File: config.mk
export PLATFORM = sky130hd
export DESIGN_NAME = exception_unit
export DESIGN_NICKNAME = d
export VERILOG_FILES = /design/src/rtl/exception_unit.sv
export SDC_FILE = /design/constraint.sdc
export NUM_CORES = 1
export LEC_CHECK = 0
export CELL_PAD_IN_SITES_DETAIL_PLACEMENT = 0
export CELL_PAD_IN_SITES_GLOBAL_PLACEMENT = 1
export CORE_MARGIN = 2
export CORE_UTILIZATION = 26
export CTS_BUF_LIST = sky130_fd_sc_hd__clkbuf_4
export DETAILED_ROUTE_END_ITERATION = 10
export GPL_ROUTABILITY_DRIVEN = 0
export PLACE_DENSITY = 0.83
export SYNTH_ARGS = -nofsm -noshare
export SYNTH_HDL_FRONTEND = slang
export SYNTH_SLANG_ARGS = --single-unit
File: constraint.sdc
create_clock -name clock -period 1.6 [get_ports clock]
set_input_delay 0.32 -clock clock [delete_from_list [all_inputs] [get_ports clock]]
set_output_delay 0.32 -clock clock [all_outputs]
set_load 0.02 [all_outputs]
File: src/rtl/exception_unit.sv
// Exception unit: sequences exception entry (overflow, optional reserved
// instruction) and ERET return. On an event, flush is pulsed for one
// cycle, then a redirect is held until fetch accepts it.
// Optional feature: define EXC_RESERVED_INSTR_EN to add the reserved_instr
// port and the RI exception (cause 10). Without it, only overflow and
// eret are events.
//
// state    | meaning
// ---------+-----------------------------------------------------------
// IDLE     | no exception activity, events sampled from the ALU stage
// FLUSH    | one-cycle flush of younger instructions
// REDIRECT | redirect_valid held with a stable target until redirect_ready
module exception_unit #(
  parameter logic [31:0] EXC_VECTOR = 32'h80000180
) (
  input  logic        clock,
  input  logic        reset,
  input  logic        instr_valid,
  input  logic [31:0] instr_pc,
  input  logic        overflow,
  input  logic        eret,
`ifdef EXC_RESERVED_INSTR_EN
  input  logic        reserved_instr,
`endif
  input  logic        redirect_ready,
  output logic        flush,
  output logic        redirect_valid,
  output logic [31:0] redirect_pc,
  output logic [31:0] epc,
  output logic [4:0]  cause,
  output logic        exl,
  output logic        busy
);

  localparam logic [4:0] CAUSE_OV = 5'd12;
  localparam logic [4:0] CAUSE_RI = 5'd10;

  typedef enum logic [1:0] {
    S_IDLE     = 2'd0,
    S_FLUSH    = 2'd1,
    S_REDIRECT = 2'd2
  } state_t;

  state_t state, state_next;
  logic   ret_pending;
  logic   ri_hit;
  logic   ev_ov, ev_ri, ev_exc, ev_ret;
  logic   accept;

`ifdef EXC_RESERVED_INSTR_EN
  assign ri_hit = reserved_instr;
`else
  assign ri_hit = 1'b0;
`endif

  // Event decode: only in IDLE with a real instruction; overflow > RI > eret
  always_comb begin
    ev_ov  = (state == S_IDLE) && instr_valid && overflow;
    ev_ri  = (state == S_IDLE) && instr_valid && !overflow && ri_hit;
    ev_exc = ev_ov || ev_ri;
    ev_ret = (state == S_IDLE) && instr_valid && !overflow && !ri_hit && eret && exl;
    accept = (state == S_REDIRECT) && redirect_ready;
  end

  // State register
  always_ff @(posedge clock or posedge reset) begin
    if (reset) state <= S_IDLE;
    else       state <= state_next;
  end

  // Next-state logic
  always_comb begin
    state_next = state;
    case (state)
      S_IDLE:     if (ev_exc || ev_ret) state_next = S_FLUSH;
      S_FLUSH:    state_next = S_REDIRECT;
      S_REDIRECT: if (redirect_ready) state_next = S_IDLE;
      default:    state_next = S_IDLE;
    endcase
  end

  // Outputs decoded from state; redirect target chosen by the pending kind
  always_comb begin
    flush          = (state == S_FLUSH);
    redirect_valid = (state == S_REDIRECT);
    busy           = (state != S_IDLE);
    redirect_pc    = 32'h0;
    if (state == S_REDIRECT) redirect_pc = ret_pending ? epc : EXC_VECTOR;
  end

  // Architectural registers: epc only captured on first-level entry
  always_ff @(posedge clock or posedge reset) begin
    if (reset) begin
      epc         <= 32'h0;
      cause       <= 5'd0;
      exl         <= 1'b0;
      ret_pending <= 1'b0;
    end else begin
      if (ev_exc) begin
        cause       <= ev_ov ? CAUSE_OV : CAUSE_RI;
        exl         <= 1'b1;
        ret_pending <= 1'b0;
        if (!exl) epc <= instr_pc;
      end else if (ev_ret) begin
        ret_pending <= 1'b1;
      end else if (accept && ret_pending) begin
        exl         <= 1'b0;
        ret_pending <= 1'b0;
      end
    end
  end

endmodule

# --- Yosys cells after proc, flatten, opt, wreduce, memory -nomap -nowiden ---
# Cells that the tools add are included.
# W data, S select, Z words.
totals:
  mem_count: 0
  latch_bits: 0
  ff_bits: 37
  inputBits: 38
  wordCells: 37
  ram_bits: 0
  output_inout_bits: 73
  rom_bits: 0
classes:
  mux: 10
  n_div: 0
  shift: 0
  eq_ne: 5
  n_addsub: 0
  n_reduce_logical: 16
  order_cmp: 0
  n_bitwise: 1
  multipliers: 0
op_table:
  columns: ["operator", "count"]
  rows:
  - ["$mux W32", 2]
  - ["$logic_and A1 B1 Y1", 7]
  - ["$pmux W2 S3", 1]
  - ["$reduce_and A2 Y1", 3]
  - ["$mux W1", 5]
  - ["$mux W2", 2]
  - ["$ne A2 B2 Y1 const B", 2]
  - ["$reduce_bool A2 Y1", 2]
  - ["$reduce_bool A3 Y1", 1]
  - ["$eq A2 B1 Y1 const B", 1]
  - ["$eq A2 B2 Y1 const B", 1]
  - ["$logic_not A2 Y1", 1]
  - ["$ne A2 B1 Y1 const B", 1]
  - ["$logic_not A1 Y1", 1]
  - ["$logic_or A1 B1 Y1", 1]
  - ["$not A1 Y1", 1]

# --- Longest topological paths before layout ---
# Gate-level depths: netlist of run 1.
depth:
  word_depth: 8
  mapped_depth: 5
  depth_no_buf: 3

# --- Least setup slack after synthesis of run 1 ---
# Ideal clock, no wire load.
synth_timing:
  kind: "register to register"
  startpoint: "reg state[0]"
  endpoint: "reg epc[0]"
  path_buffers: 2
  t_required_ns: 1.475
  path_stages_with_launch: 6
  setup_slack_ns: 0.066
  arrival_ns: 1.409
  cell_sequence: "dfrtp_1 and4bb_4 nor2b_4 buf_6 buf_12 mux2_4"
synth_between:
  elab_chain_len: 4
synth_rtl:
  columns: ["item", "line", "rtl"]
  rows:
  - ["from (decl)", "44", "state_t state, state_next;"]
  - ["from (signal assigned)", "68", "else state <= state_next;"]
  - ["$logic_not A2 Y1", "58", "ev_ov = (state == S_IDLE) && instr_valid && overflow;"]
  - ["$logic_and A1 B1 Y1 (2 in series)", "58", null]
  - ["$reduce_and A2 Y1 (no source line)", null, null]
  - ["to (signal assigned)", "103", "if (!exl) epc <= instr_pc;"]
  - ["to (decl)", "29", "output logic [31:0] epc,"]
# No other way between the ends.
# A chain may end at the register's enable or synchronous reset.

# --- Worst setup path after layout of run 1 ---
layout_timing:
  startpoint: "reg state[1]"
  endpoint: "reg epc[17]"
# The elaborated chain is that of the path after synthesis.

==> summary.md, run 1 <==
| Metric | Value |
|---|---|
| Post-Synthesis Cell Area | 1850 sq um |
| Global-route track usage on met2 | 0.213 |
| Critical Path End | epc[17]$_DFFE_PP0P_ |
| Synth warnings | 0 |
| CP startpoint kind | register |
| Core area | 6830 sq um |
| H-Tree Depth | 2 |
| Yosys top cell area share | 0.501 |
| Max-Cap Viols | 0 |
| Num Clock Sinks | 37 |
| HPWL Detailed | about 3400 um |
| Setup CP Type | register to register |
| Initial Util | 0.271 |
| Layout Cells excl Fill | approximately 350 |
| Initial antenna violation count | 0 |
| Die Ht | ~88 um |
| Clock slew at reported path FFs | between 100 and 150 ps |
| Via count | around 1400 |
| Sequential area share after synthesis | 0.501 |
| Max VDD drop | 579 uV |
| Final wirelength | between 4000 and 5000 um |
| Crit path from | state[1]$_DFFE_PP0P_ |
| CTS Buffer Depth | 2 |
| WP data required | 1820 ps |
| Largest net degree at the start of global routing | 38 |
| Clk Latency, worst-skew pair | 330 ps |
| Failing checks | setup timing |
| Dominant synthesized flop cell | dfrtp_1 |
| FP Rows | 30 |
| Global route overflow | 0 |
| Global-route wire length before repair | 7210 um |
| Final setup margin | -183 ps |
| Total GRT Usage | 0.122 |
| IO Pins | 111 |
| Unrepaired setup endpoints after global routing | yes |
| Layout area overhead | 71.6% |
| Drt pass-1 iters | 4 |
| CTS tree | yes |
| Syn_area_per_cell | 13.6 sq um |
| Post-DR wirelength/cell | about 14 um |
| Synth top cells by count | dfrtp_1 (37), mux2_4 (30), and2_1 (29) |
| TritonCTS Buffers | 5 |
| Setup violations, final | 64 |
| Critical path's largest stage delay | 410 ps |
| Clk_skew | approximately 8.4 ps |
| Root Driver | clkbuf_4 |
| R2r endpoint | epc[17]$_DFFE_PP0P_ |
| Synthesized instance count | 136 |
| HP Class | primary input to async pin |
| PortBufs | 107 |
| R2r setup slk | -180 ps |
| Vias per inst | 4.03 |
| Fmax | 561 MHz |
| # nets final | around 290 |
| Met1 usage | 0.147 |
| Status | complete, but fails checks |
| EDFF count, synth | 0 |
| Fin crit share | 1.11 |
| Asr flop ratio synth | 1.00 |
| Final Hold Viols | 0 |
| Final Slew Violations | 0 |
| Synth area leader | dfrtp_1 |
| CP max-delay cell | dfrtp_1 |
| Worst-path cell chain | buf_4 -> and4bb_4 -> nor2b_4 -> buf_6 -> buf_16 -> mux2_4 |
| Pleak | 0.00152 uW |
| Distinct cells, synth | 23 |
| Post-layout min period | 1780 ps |
| R2R Path Start | state[1]$_DFFE_PP0P_ |
| Top-count cell post-synth | dfrtp_1 |
| CP Capture Type | register |
| Starting DRC count in detailed routing | 28 |
| Drt drc | 0 |
| R2r worst-path depth | 6 |
| Area contributors post-synth | dfrtp_1 (50%), mux2_4 (24%), and2_1 (9.8%) |
| Die area | 7800 sq um |
| DIE WIDTH | 88.3 um |
| Post-route ant nets | 0 |
| Met3 Use GR | 0.0373 |
| GRT busiest layer | met2 |
| Cells after DPL | 340 |
| Layout cell share with drive strength beyond 1 | 0.383 |
| Final hold slack | 328 ps |
| Vias in the first global route | 1401 |
| Max Fanout on Critical Path | 8 |
| Pwr Density | 1600 nW/um^2 |
| CP arrival | 2000 ps |
| #FFs+latches synth | 37 |
| N_diodes | 0 |
-- worst max-delay path, delay by kind of cell, from the launching register on --
kind / cells / cell delay [ps]
muxes: 1 / 300
and+or+nand+nor: 2 / 510
buffers and inverters: 3 / 460
DFF: 1 / 410
-- report_power, final --
group,total (uW),switching [uW],internal (uW)
Sequential,1700,328,1370
Clock,473,296,177
Combinational,2900,1370,1530
-- through the flow --
| stage | worst slack, ps | instance area (sq um) | setup TNS (ps) | total power [uW] | utilization |
|---|---|---|---|---|---|
| final | -183 | 3170 | -8600 | 5070 | 0.464 |
| after floorplan | 65.7 | 1860 | 0 | 3310 | - |
| after global routing | -228 | 3170 | -11660 | 5400 | 0.464 |
| after global placement | -317 | 3060 | -16050 | 4720 | 0.448 |
| after detailed placement | -369 | 3060 | -17930 | 4790 | 0.448 |
| after CTS | -180 | 3150 | -8430 | 5040 | 0.461 |
-- per-layer routing --
metal / part of all wire / vias to the layer above
met5: 0 / -
met4: 0.0052 / 0
met3: 0.069 / 4
met2: 0.50 / 63
met1: 0.42 / 669
li1: - / 681
-- registers in the layout (all words and copies together), names as in the netlist --
register / count
cause: 1
epc: 32
exl: 1
ret_pending: 1
state: 2
-- cells in the final DEF (no fill, tap or decap), types with 2 or more instances in the layout --
| cell | n |
|---|---|
| a21oi_1 | 2 |
| nand2_1 | 2 |
| buf_12 | 3 |
| buf_2 | 5 |
| a21oi_2 | 2 |
| and2_1 | 29 |
| conb_1 | 3 |
| buf_4 | 11 |
| buf_6 | 28 |
| dlygate4sd2_1 | 35 |
| inv_1 | 6 |
| mux2_4 | 32 |
| dfrtp_1 | 37 |
| clkdlybuf4s50_1 | 37 |
| buf_8 | 2 |
| clkbuf_4 | 6 |
-- worst min path at each step --
stage,start,end,slack (ps),cells past startpoint
floorplan,redirect_ready,state[1]$_DFFE_PP0P_,420,1
global placement,cause[2]$_DFFE_PP0P_,cause[2]$_DFFE_PP0P_,490,1
detailed placement,cause[2]$_DFFE_PP0P_,cause[2]$_DFFE_PP0P_,490,1
CTS,reset,epc[23]$_DFFE_PP0P_,330,3
global route,reset,epc[20]$_DFFE_PP0P_,330,3
finish,reset,epc[23]$_DFFE_PP0P_,330,3
-- cells by family after synthesis --
group | share of synthesized area
compound gates | 0.0244
buf+inv | 0.0752
flops | 0.501
mux | 0.256
other cells | 0.00203
simple gates | 0.142
-- final cells by class --
type,count,area (sq um)
clock inverter,1,3.75
sequential,37,926
inverter,7,26.3
clock buffer,6,45.0
timing repair buffer,122,1220
fill,654,3660
multi-input combinational,83,832
tap,96,120
-- timing repair --
action                                  CTS  global route
cloned                                    2             0
hold buffers                              0             0
pin swaps                                 0             1
resized for setup                       234            15
endpoints found under the setup margin  102            66
buffers inserted                          3             2
(Power assumes the default switching activity.)
==> run 2: changes to the inputs <==
--- a/config.mk
+++ b/config.mk
@@ -14,4 +14,5 @@
 export GPL_ROUTABILITY_DRIVEN = 0
 export PLACE_DENSITY = 0.83
+export SETUP_SLACK_MARGIN = 0.5
 export SYNTH_ARGS = -nofsm -noshare
 export SYNTH_HDL_FRONTEND = slang
==> constraint.sdc (replaced) <==
create_clock -name clock -period 1.6 [get_ports clock]
set_input_delay 0.32 -clock clock [delete_from_list [all_inputs] [get_ports clock]]
set_output_delay 0.32 -clock clock [all_outputs]
set_load 0.005 [all_outputs]
==> run 2 against run 1 <==
Effect of this change: the flow still finishes with violations (setup timing); combinational power rose by 11%; clock-buffer cell count fell by 1; design area rose by 17%; via count rose by 15%; die area did not move; clock skew rose by 2.8 ps; setup slack got worse by 76 ps; sequential power fell by 5%; flip-flop and latch count did not move; largest cell class unchanged; highest routed layer unchanged.
==> summary.md, run 2 (same netlist as run 1, synthesis figures left out) <==
| Metric | Value |
|---|---|
| Fin Setup TNS | -13910 ps |
| Pwr Density | 1440 nW/um^2 |
| HPWL Detailed | between 3000 and 4000 um |
| Via count | 1629 |
| CP arrival | 2100 ps |
| Layout cell share with drive strength beyond 1 | 0.705 |
| Max Fanout on Critical Path | 4 |
| Status | complete, but fails checks |
| Vias in the first global route | 1660 |
| Num Clock Sinks | 37 |
| Final hold slack | between 300 and 400 ps |
| Fin crit share | 1.16 |
| Max VDD drop | roughly 530 uV |
| Clock slew at reported path FFs | 120 ps |
| Global route overflow | 0 |
| Post-DR wirelength/cell | 14.0 um |
| Unrepaired setup endpoints after global routing | yes |
| CP Capture Type | register |
| Final setup margin | -259 ps |
| Drt drc | 0 |
| Pleak | roughly 0.0018 uW |
| Max-Cap Viols | 0 |
| Post-layout min period | 1860 ps |
| HP Class | primary input to async pin |
| Clk Latency, worst-skew pair | 340 ps |
| Fmax | roughly 540 MHz |
| Vias per inst | 4.03 |
| CP startpoint kind | register |
| Setup violations, final | 62 |
| Failing checks | setup timing |
| CTS tree | yes |
| Root Driver | clkbuf_4 |
| Final Hold Viols | 0 |
| Largest net degree at the start of global routing | 38 |
| H-Tree Depth | 2 |
| Layout area overhead | 100% |
| DIE WIDTH | 88.3 um |
| Clk_skew | between 10 and 15 ps |
| FP Rows | 30 |
| Largest Register | epc |
| Post-route ant nets | 0 |
| Setup CP Type | register to register |
| Drt pass-1 iters | 3 |
| Starting DRC count in detailed routing | 23 |
| Layout fillers | 620 |
| Core area | 6830 sq um |
| Top flop regs | epc x32, state x2 |
| Die Ht | 88.3 um |
| Final Slew Violations | 0 |
| N_diodes | 0 |
| IO Pins | 111 |
| CTS Buffer Depth | 2 |
| Initial Util | 0.271 |
| Final wirelength | around 5700 um |
| Global-route wire length before repair | approximately 8400 um |
| Most frequent cells in the layout | buf_6 (46), buf_2 (40), clkdlybuf4s50_1 (37), buf_4 (37), dfrtp_1 (36) |
| TritonCTS Buffers | 5 |
| Die area | 7800 sq um |
| Total GRT Usage | 0.145 |
| # nets final | 345 |
| PortBufs | 107 |
| Commonest non-fill, non-tap cell in the layout | buf_6 |
| Max reg flops | 32 |
| Initial antenna violation count | 0 |
| WP data required | 1840 ps |
==> run 2: changes by cell type in the layout (fill, tap and decap cells not counted), sizes merged <==
cell	delta
buf	+84
dlygate4sd2	-35
clkinv	+2
bufbuf	+1
clkinvlp	+1
inv	-1
==> run 2: area by class of cell <==
class,instances,area [sq um],area share
timing repair buffer,173,1670,0.452
multi-input combinational,83,903,0.244
clock buffer,5,37.5,0.0101
sequential,37,927,0.250
inverter,7,30.0,0.00811
tap,96,120,0.0324
clock inverter,3,12.5,0.00338
==> run 2: repair_timing <==
item / CTS / global route
gates cloned: 5 / 1
hold buffers: 0 / 0
buffers inserted: 45 / 3
resized for setup: 334 / 6
pin swaps: 4 / 2
endpoints found under the setup margin: 105 / 106
==> run 2: power by group <==
part | internal, uW | switching [uW] | total, uW
logic | 2180 | 1050 | 3230
registers | 1370 | 251 | 1620
clock network | 159 | 322 | 481
==> run 2: worst paths after layout <==
path                       slack (ps)                  from                   to  depth (start not counted)
max                              -260  state[0]$_DFFE_PP0P_  epc[20]$_DFFE_PP0P_                          6
min                               350                 reset   epc[1]$_DFFE_PP0P_                          3
max reg2reg                      -260  state[0]$_DFFE_PP0P_  epc[20]$_DFFE_PP0P_                          6
min reg2reg                       560    epc[4]$_DFFE_PP0P_   epc[4]$_DFFE_PP0P_                          1
max in group asynchronous        1040                 reset      exl$_DFFE_PP0P_                          3
min in group clock                560    epc[4]$_DFFE_PP0P_   epc[4]$_DFFE_PP0P_                          1
==> run 2: worst max-delay path: stages (launching register included) <==
cell and delay [ps]:
dfrtp_1 400, buf_4 160, and4bb_4 330, nor2b_4 200, buf_6 130, bufbuf_16 250
mux2_4 290
==> run 2: routing by layer <==
layer,share of wire,up-vias,track usage
met5,0,-,0
met1,0.43,776,0.183
li1,-,779,-
met2,0.50,67,0.246
met4,0.0090,0,0.0289
met3,0.061,7,0.0438
==> run 2: stage by stage <==
| stage | instances | power [uW] | util | setup WS [ps] | area (sq um) |
|---|---|---|---|---|---|
| after global placement | 342 | 4200 | 0.463 | -295 | 3160 |
| after floorplan | 138 | 2790 | - | 67.7 | 1960 |
| final | 404 | 5340 | 0.542 | -259 | 3700 |
| after CTS | 400 | 5310 | 0.531 | -243 | 3630 |
| after global routing | 404 | 5690 | 0.542 | -319 | 3700 |
| after detailed placement | 342 | 4250 | 0.463 | -345 | 3160 |
